--- src/rtl/izq_der_pkg.sv ---
// izq_der_pkg: shared FSM state and result encodings for the left-to-right sequential comparator
package izq_der_pkg;
  localparam logic [1:0] ST_IDLE = 2'b00;
  localparam logic [1:0] ST_SCAN = 2'b01;
  localparam logic [1:0] ST_DONE = 2'b10;
  localparam logic [2:0] RES_NONE = 3'b000;
  localparam logic [2:0] RES_GT   = 3'b100;
  localparam logic [2:0] RES_EQ   = 3'b010;
  localparam logic [2:0] RES_LT   = 3'b001;
  function automatic int cnt_w(input int k);
    return (k > 1) ? $clog2(k) : 1;
  endfunction
endpackage

--- src/rtl/comparador_rebanada.sv ---
// comparador_rebanada: unsigned magnitude compare of one SLICE-bit slice
module comparador_rebanada #(
  parameter int SLICE = 2
) (
  input  logic [SLICE-1:0] i_a,
  input  logic [SLICE-1:0] i_b,
  output logic             o_gt,
  output logic             o_lt
);
  assign o_gt = i_a > i_b;
  assign o_lt = i_a < i_b;
endmodule

--- src/rtl/secuenciador_izq_der.sv ---
// secuenciador_izq_der: MSB-first sliced compare of wordA vs wordB (gt/eq/lt) with ack handshake
// Optional SECUENCIADOR_EARLY_EXIT_EN: finish the scan at the first differing slice.
module secuenciador_izq_der
  import izq_der_pkg::*;
#(
  parameter int N     = 8,
  parameter int SLICE = 2
) (
  input  logic         clk,
  input  logic         reset,
  input  logic         start,
  input  logic [N-1:0] wordA,
  input  logic [N-1:0] wordB,
  input  logic         ack,
  output logic         busy,
  output logic         valid,
  output logic         gt,
  output logic         eq,
  output logic         lt
);
  localparam int K  = N / SLICE;
  localparam int CW = cnt_w(K);
  logic [1:0]    r_state;
  logic [N-1:0]  r_a, r_b;
  logic [CW-1:0] r_cnt;
  logic [2:0]    r_res;
  logic          w_gt, w_lt, w_last, w_load, w_end;
  logic [2:0]    w_res_nxt;
  comparador_rebanada #(.SLICE(SLICE)) u_cmp (
    .i_a  (r_a[N-1 -: SLICE]),
    .i_b  (r_b[N-1 -: SLICE]),
    .o_gt (w_gt),
    .o_lt (w_lt)
  );
  assign w_load = start && (r_state == ST_IDLE || (r_state == ST_DONE && ack));
  assign w_last = r_cnt == CW'(K - 1);
`ifdef SECUENCIADOR_EARLY_EXIT_EN
  assign w_end = w_last || w_gt || w_lt;
`else
  assign w_end = w_last;
`endif
  // first differing slice wins; eq only once the last slice also matched
  assign w_res_nxt = (r_res != RES_NONE) ? r_res :
                     w_gt ? RES_GT : w_lt ? RES_LT : w_last ? RES_EQ : RES_NONE;
  always_ff @(posedge clk or posedge reset) begin
    if (reset) begin
      r_state <= ST_IDLE;
      r_a     <= '0;
      r_b     <= '0;
      r_cnt   <= '0;
      r_res   <= RES_NONE;
    end else if (w_load) begin
      r_state <= ST_SCAN;
      r_a     <= wordA;
      r_b     <= wordB;
      r_cnt   <= '0;
      r_res   <= RES_NONE;
    end else if (r_state == ST_SCAN) begin
      r_a     <= r_a << SLICE;
      r_b     <= r_b << SLICE;
      r_cnt   <= w_last ? r_cnt : r_cnt + 1'b1;
      r_res   <= w_res_nxt;
      r_state <= w_end ? ST_DONE : ST_SCAN;
    end else if (r_state == ST_DONE && ack) begin
      r_state <= ST_IDLE;
    end
  end
  assign busy  = r_state == ST_SCAN;
  assign valid = r_state == ST_DONE;
  assign gt    = valid && r_res == RES_GT;
  assign eq    = valid && r_res == RES_EQ;
  assign lt    = valid && r_res == RES_LT;
endmodule

--- config.mk ---
export PLATFORM = sky130hd
export DESIGN_NAME = secuenciador_izq_der
export DESIGN_NICKNAME = d
export VERILOG_FILES = /design/src/rtl/izq_der_pkg.sv /design/src/rtl/comparador_rebanada.sv /design/src/rtl/secuenciador_izq_der.sv
export SDC_FILE = /design/constraint.sdc
export NUM_CORES = 1
export LEC_CHECK = 0
export ABC_AREA = 1
export ABC_CLOCK_PERIOD_IN_PS = 2450
export CAP_MARGIN = 20
export CELL_PAD_IN_SITES_DETAIL_PLACEMENT = 1
export CELL_PAD_IN_SITES_GLOBAL_PLACEMENT = 1
export CORE_MARGIN = 1.5
export CORE_UTILIZATION = 38
export CTS_CLUSTER_DIAMETER = 150
export DETAILED_ROUTE_END_ITERATION = 7
export PLACE_DENSITY_LB_ADDON = 0.25
export SYNTH_ARGS = -nofsm -noshare
export SYNTH_HDL_FRONTEND = slang
export SYNTH_SLANG_ARGS = --single-unit
--- constraint.sdc ---
create_clock -name clk -period 2.45 [get_ports clk]
set_input_delay 0.49 -clock clk [delete_from_list [all_inputs] [get_ports clk]]
set_output_delay 0.49 -clock clk [all_outputs]
set_load 0.01 [all_outputs]
# --- Word level (Yosys, flattened, before mapping) ---
# Cells that the tools add are included.
word_totals:
  output_inout_bits: 5
  regBits: 23
  wordCells: 45
  inputBits: 20
op_classes:
  n_eq_ne: 8
  n_mux: 17
  n_reduce_logical: 12
  add_sub_neg: 1
  order_cmp: 2
op_table:
  columns: ["op", "count"]
  rows:
  - ["8-bit two-way mux", 4]
  - ["2-bit two-way mux", 9]
  - ["3-bit two-way mux", 4]
  - ["3-bit nonzero test", 2]
  - ["1-bit logical AND", 5]
  - ["2-bit == test (second input constant)", 2]
  - ["2-bit inequality test (second input constant)", 2]
  - ["2-bit AND reduction", 2]
  - ["3-bit by 1-bit == test with 1-bit output (second input constant)", 1]
  - ["3-bit by 2-bit == test with 1-bit output (second input constant)", 1]
  - ["3-bit == test (second input constant)", 1]
  - ["2-bit by 1-bit adder with 2-bit output (second input constant)", 1]
  - ["2-bit by 1-bit == test with 1-bit output (second input constant)", 1]
  - ["2-bit > comparator", 1]
  - ["2-bit logical NOT", 1]
  - ["2-bit < comparator", 1]
  - ["2-bit nonzero test", 1]
  - ["1-bit logical OR", 1]

# --- Longest topological paths before layout ---
depth:
  ltp_word: 7
  ltp_mapped: 7
  depth_no_buf: 7

# --- By module ---
# A second synthesis with hierarchy kept.
hier_totals:
  cells_unflattened: 158
  hier_area_um2: 1242.4
modules_own_cells:
  columns: ["mod", "area_each_um2", "n_inst", "cells_each", "seq_area_each_um2"]
  rows:
  - ["secuenciador_izq_der", 1177.4, 1, 147, 575.6]
  - ["comparador_rebanada", 65.1, 1, 11, 0.0]

# --- Least setup slack after synthesis ---
# No wires, ideal clock.
synth_path:
  path_type: "flip-flop to output port"
  startpoint: "register r_state[0]"
  endpoint: "output port gt"
  t_required_ns: 1.960
  n_path_buf: 0
  t_arrival_ns: 0.902
  stages_incl_launch_ff: 4
  slack_ns: 1.058
  cell_sequence: "dfrtp_1 > inv_2 > nand2_1 > nor4_1"
synth_between:
  elab_chain_len: 2
synth_rtl:
  columns: ["item", "line", "source"]
  rows:
  - ["start: declaration", "secuenciador_izq_der.sv:23", "logic [1:0] r_state;"]
  - ["start signal: assignment", "secuenciador_izq_der.sv:63", "r_state <= w_end ? ST_DONE : ST_SCAN;"]
  - ["2-bit == test", "secuenciador_izq_der.sv:69", "assign valid = r_state == ST_DONE;"]
  - ["1-bit logical AND", "secuenciador_izq_der.sv:70", "assign gt = valid && r_res == RES_GT;"]
  - ["end: declaration", "secuenciador_izq_der.sv:17", "output logic gt,"]
# Every way passes these cells.

# --- Final worst setup path ---
layout_path:
  startpoint: "register r_state[0]"
  endpoint: "output port lt"
layout_between:
  elab_chain_len: 2
layout_rtl:
  columns: ["item", "line", "source"]
  rows:
  - ["2-bit == test", "secuenciador_izq_der.sv:69", null]
  - ["1-bit logical AND", "secuenciador_izq_der.sv:72", "assign lt = valid && r_res == RES_LT;"]
  - ["end: declaration", "secuenciador_izq_der.sv:19", "output logic lt"]
# Every way passes these cells.

==> impl_summary.txt <==
----------------------------------------------------
[STA]
  Total negative slack ... 0 ns
  Number of setup violations in the final report ... 0
  Fmax ... 455.7 MHz
  Pin slew with the least headroom to its limit ... 0.5406 ns
  Setup slack after layout ... about 0.26 ns
  Unrepaired setup endpoints after global routing ... false
  Final cycle utilization of the critical path ... 89.57%
  Number of failing hold endpoints at the final stage ... 0
  Rel. slew slack ... 63.87%
  Worst hold slack ... 0.5030 ns
  Min cycle time layout ... 2.194 ns
  Max-slew violations ... 0
  Final clock skew ... approximately 0.0026 ns

[Floorplan]
  Initial Utilization ... 41.31%
  Die Footprint ... 0.003417 mm²
  Overall die width ... 58.46 µm
  Core Area ... between 0.002 and 0.003 mm²
  Row count ... 19
  Die Height ... 58.46 µm
  Ports ... 25

[Run]
  Maxcap violations ... 0

[Worst setup path]
  Required time at the worst-slack endpoint ... 1.96 ns
  Crit path largest cell delay ... 0.58 ns
  Critical path startpoint ... r_state[0]
  Critical Path, Cell by Cell ... inv_2 > nand2_1 > nor4_1 > clkdlybuf4s50_1
  Category of the worst setup path capture point ... output pin
  Highest-delay cell along the critical path ... sky130_fd_sc_hd__clkdlybuf4s50_1
  Kind of critical path ... reg2out
  Number of cell instances on the worst register-to-register path ... 5
  Launching element type of the critical path ... flip-flop
  Worst R2R End ... r_a[6]
  Critical-path maximum fanout ... 4
  CP Capture Point ... lt
  Buf+Inv Stages, Crit Path ... 2
  Cell class contributing the biggest share of worst-path delay ... buffers and inverters
  Cell depth of the worst setup path ... 4
  Setup slack on the worst flop-to-flop path ... 1.00 ns
  Crit path arrival time ... 1.70 ns
  Reg-to-reg critical path startpoint ... r_state[0]

[GRT]
  Overall global routing resource usage ... 17.60%
  GRT met2 Usage ... 30.82%
  Initial antenna violation count ... 0
  Busiest grt layer ... met2
  Remaining global-route overflow ... 0
  Wire length of the first global-routing pass ... 4643 µm
  Met1 global-route usage ... 23.03%
  Vias in the first global route ... 1080
  Maximum number of pins on one net before global-route repair ... 24
  Met3 usage in global routing ... 2.198%

[Detailed routing]
  Total number of vias ... 1045
  Drt first pass iters ... 4
  Routed len/inst ... 13.09 µm
  Average vias per placed instance ... ~5.0
  Final Routed Wirelength ... 2736 µm
  Antenna violation net count after detailed routing ... 0
  # DRC ... 0
  DR iter-0 viols ... 37

[Pwr]
  Highest ir drop seen on vdd ... around 0.00028 V
  Power density over the cells ... 423.8 mW/mm²
  Total leakage power ... 0.7432 nW

[Outcome]
  Result of the run ... finished clean

[Final layout]
  Layout area overhead ... 25.27%
  Most frequent cells in the layout ... sky130_fd_sc_hd__nand2_1, sky130_fd_sc_hd__clkdlybuf4s50_1, sky130_fd_sc_hd__nand3_1, sky130_fd_sc_hd__dfrtp_1, sky130_fd_sc_hd__inv_1
  Count of inserted antenna diode cells ... 0
  Layout Nets ... 202
  Most frequent standard cell in the layout excluding fill and tap cells ... sky130_fd_sc_hd__nand2_1
  Share of post-route cells with drive strength above 1 ... 5.618%

[Place]
  Post-detailed-placement half-perimeter wirelength ... around 2100 µm
  Total of buffers placed on input and output ports ... 24
  Placement-stage worst setup slack ... 0.4414 ns
  Routability-driven placement congestion ratio ... 0.7825

[Synthesis]
  Leading cell types by total area after synthesis ... sky130_fd_sc_hd__dfrtp_1, sky130_fd_sc_hd__nand2_1, sky130_fd_sc_hd__nand3_1
  Area share of the leading cell type in the synthesized netlist ... 49.25%
  Cell taking the most area after synthesis ... sky130_fd_sc_hd__dfrtp_1
  Count of state elements after synthesis ... 23
  Proportion of synthesized chip area in sequential cells ... around half
  Netlist area before placement ... approximately 0.0012 mm²
  YS warnings ... 0
  Synth Instances ... between 150 and 200
  Synthesized net count ... 175
  Count of unique library cells instantiated by Yosys ... 17
  Post-synthesis average cell area ... approximately 7.7 µm²

[Clocking]
  Clock tree from TritonCTS ... yes
  Buffer depth of the longest clock path ... 2
  Worst skew pair latency ... 0.31 ns
  Clock transition at path regs ... roughly 0.13 ns
  Clock root buffer master ... sky130_fd_sc_hd__clkbuf_4
  H-tree depth ... 1
  Number of buffers added by the clock tree synthesis step ... 3
  # hold bufs at CTS ... 0
  Total of cells resized after clock tree synthesis ... 0
  # Post-CTS Setup Buffers ... 0
  Count of clock tree sinks ... 23

[Worst hold path]
  Class of the tightest hold or removal check ... in2async

----------------------------------------------------
-- cells by family (layout without fill, tap and decap cells) --
kind of cell	Yosys count	after routing	share of synthesized area [%]
adder cells (fa/ha/maj)	3	3	3.212
AND/OR/NAND/NOR	85	85	30.84
flip-flops	23	23	49.25
AO/OA/AOI/OAI	14	14	6.424
buffers and inverters	27	53	10.28
-- metal layers --
metal  up-vias  wire length, µm  part of all wire [%]
met2        18             1351                    49
met4         0               19                  0.69
met5         -                0                     0
met1       491             1296                    47
li1        534                -                     -
met3         2               69                   2.5
-- Yosys cell counts (all sizes together) --
master	instances
a21oi	5
inv	21
o211ai	1
nand3	23
nor2	8
nand4	2
buf	6
a22oi	1
nor4	2
ha	3
dfrtp	23
o21ai	7
nand2	50
-- how the worst min path moves through the flow --
stage | end | slack [ns] | cells after the start | start
final | r_cnt[0] | 0.50 | 3 | reset
after global routing | r_a[3] | 0.55 | 2 | r_a[1]
after CTS | r_cnt[0] | 0.52 | 3 | reset
after detailed placement | r_b[6] | 0.49 | 2 | r_b[4]
after global placement | r_a[6] | 0.48 | 2 | r_a[4]
after floorplan | r_a[4] | 0.47 | 2 | r_a[2]
-- final cells by class --
| class | count | area (µm²) |
|---|---|---|
| Clock buffer | 3 | 22.52 |
| Fill cell | 373 | 1365 |
| Sequential cell | 23 | 575.6 |
| Timing Repair Buffer | 28 | 270.3 |
| Inverter | 21 | 78.83 |
| Multi-Input combinational cell | 102 | 473.0 |
| Tap cell | 31 | 38.79 |
| Clock inverter | 1 | 5.005 |
-- registers in the layout (all words and copies together), names as in the netlist --
register  count
r_a           8
r_cnt         2
r_res         3
r_state       2
r_b           8
-- where the power goes --
part           internal [mW]  total [mW]  switching [mW]  leakage [nW]
sequential             0.387       0.391         0.00373         0.241
combinational         0.0322      0.0505          0.0183         0.484
clock                 0.0609       0.179           0.118        0.0177
total                  0.480       0.620           0.140         0.743
-- through the flow --
stage / power [mW] / util [%] / cells / area [µm²]
final: 0.6204 / 51.75 / 209 / 1464
after floorplan: 0.4121 / - / 152 / 1169
after CTS: 0.6297 / 51.75 / 209 / 1464
after global placement: 0.4477 / 50.77 / 205 / 1436
after global routing: 0.6457 / 51.75 / 209 / 1464
after detailed placement: 0.4499 / 50.77 / 205 / 1436
-- worst register-to-register path, delay by kind of cell, from the launching register on --
kind / cells / cell delay [ns]
flip-flops: 1 / 0.43
buffers and inverters: 1 / 0.37
AND/OR/NAND/NOR: 4 / 0.60
No activity file was read; power rests on OpenSTA's default activity.
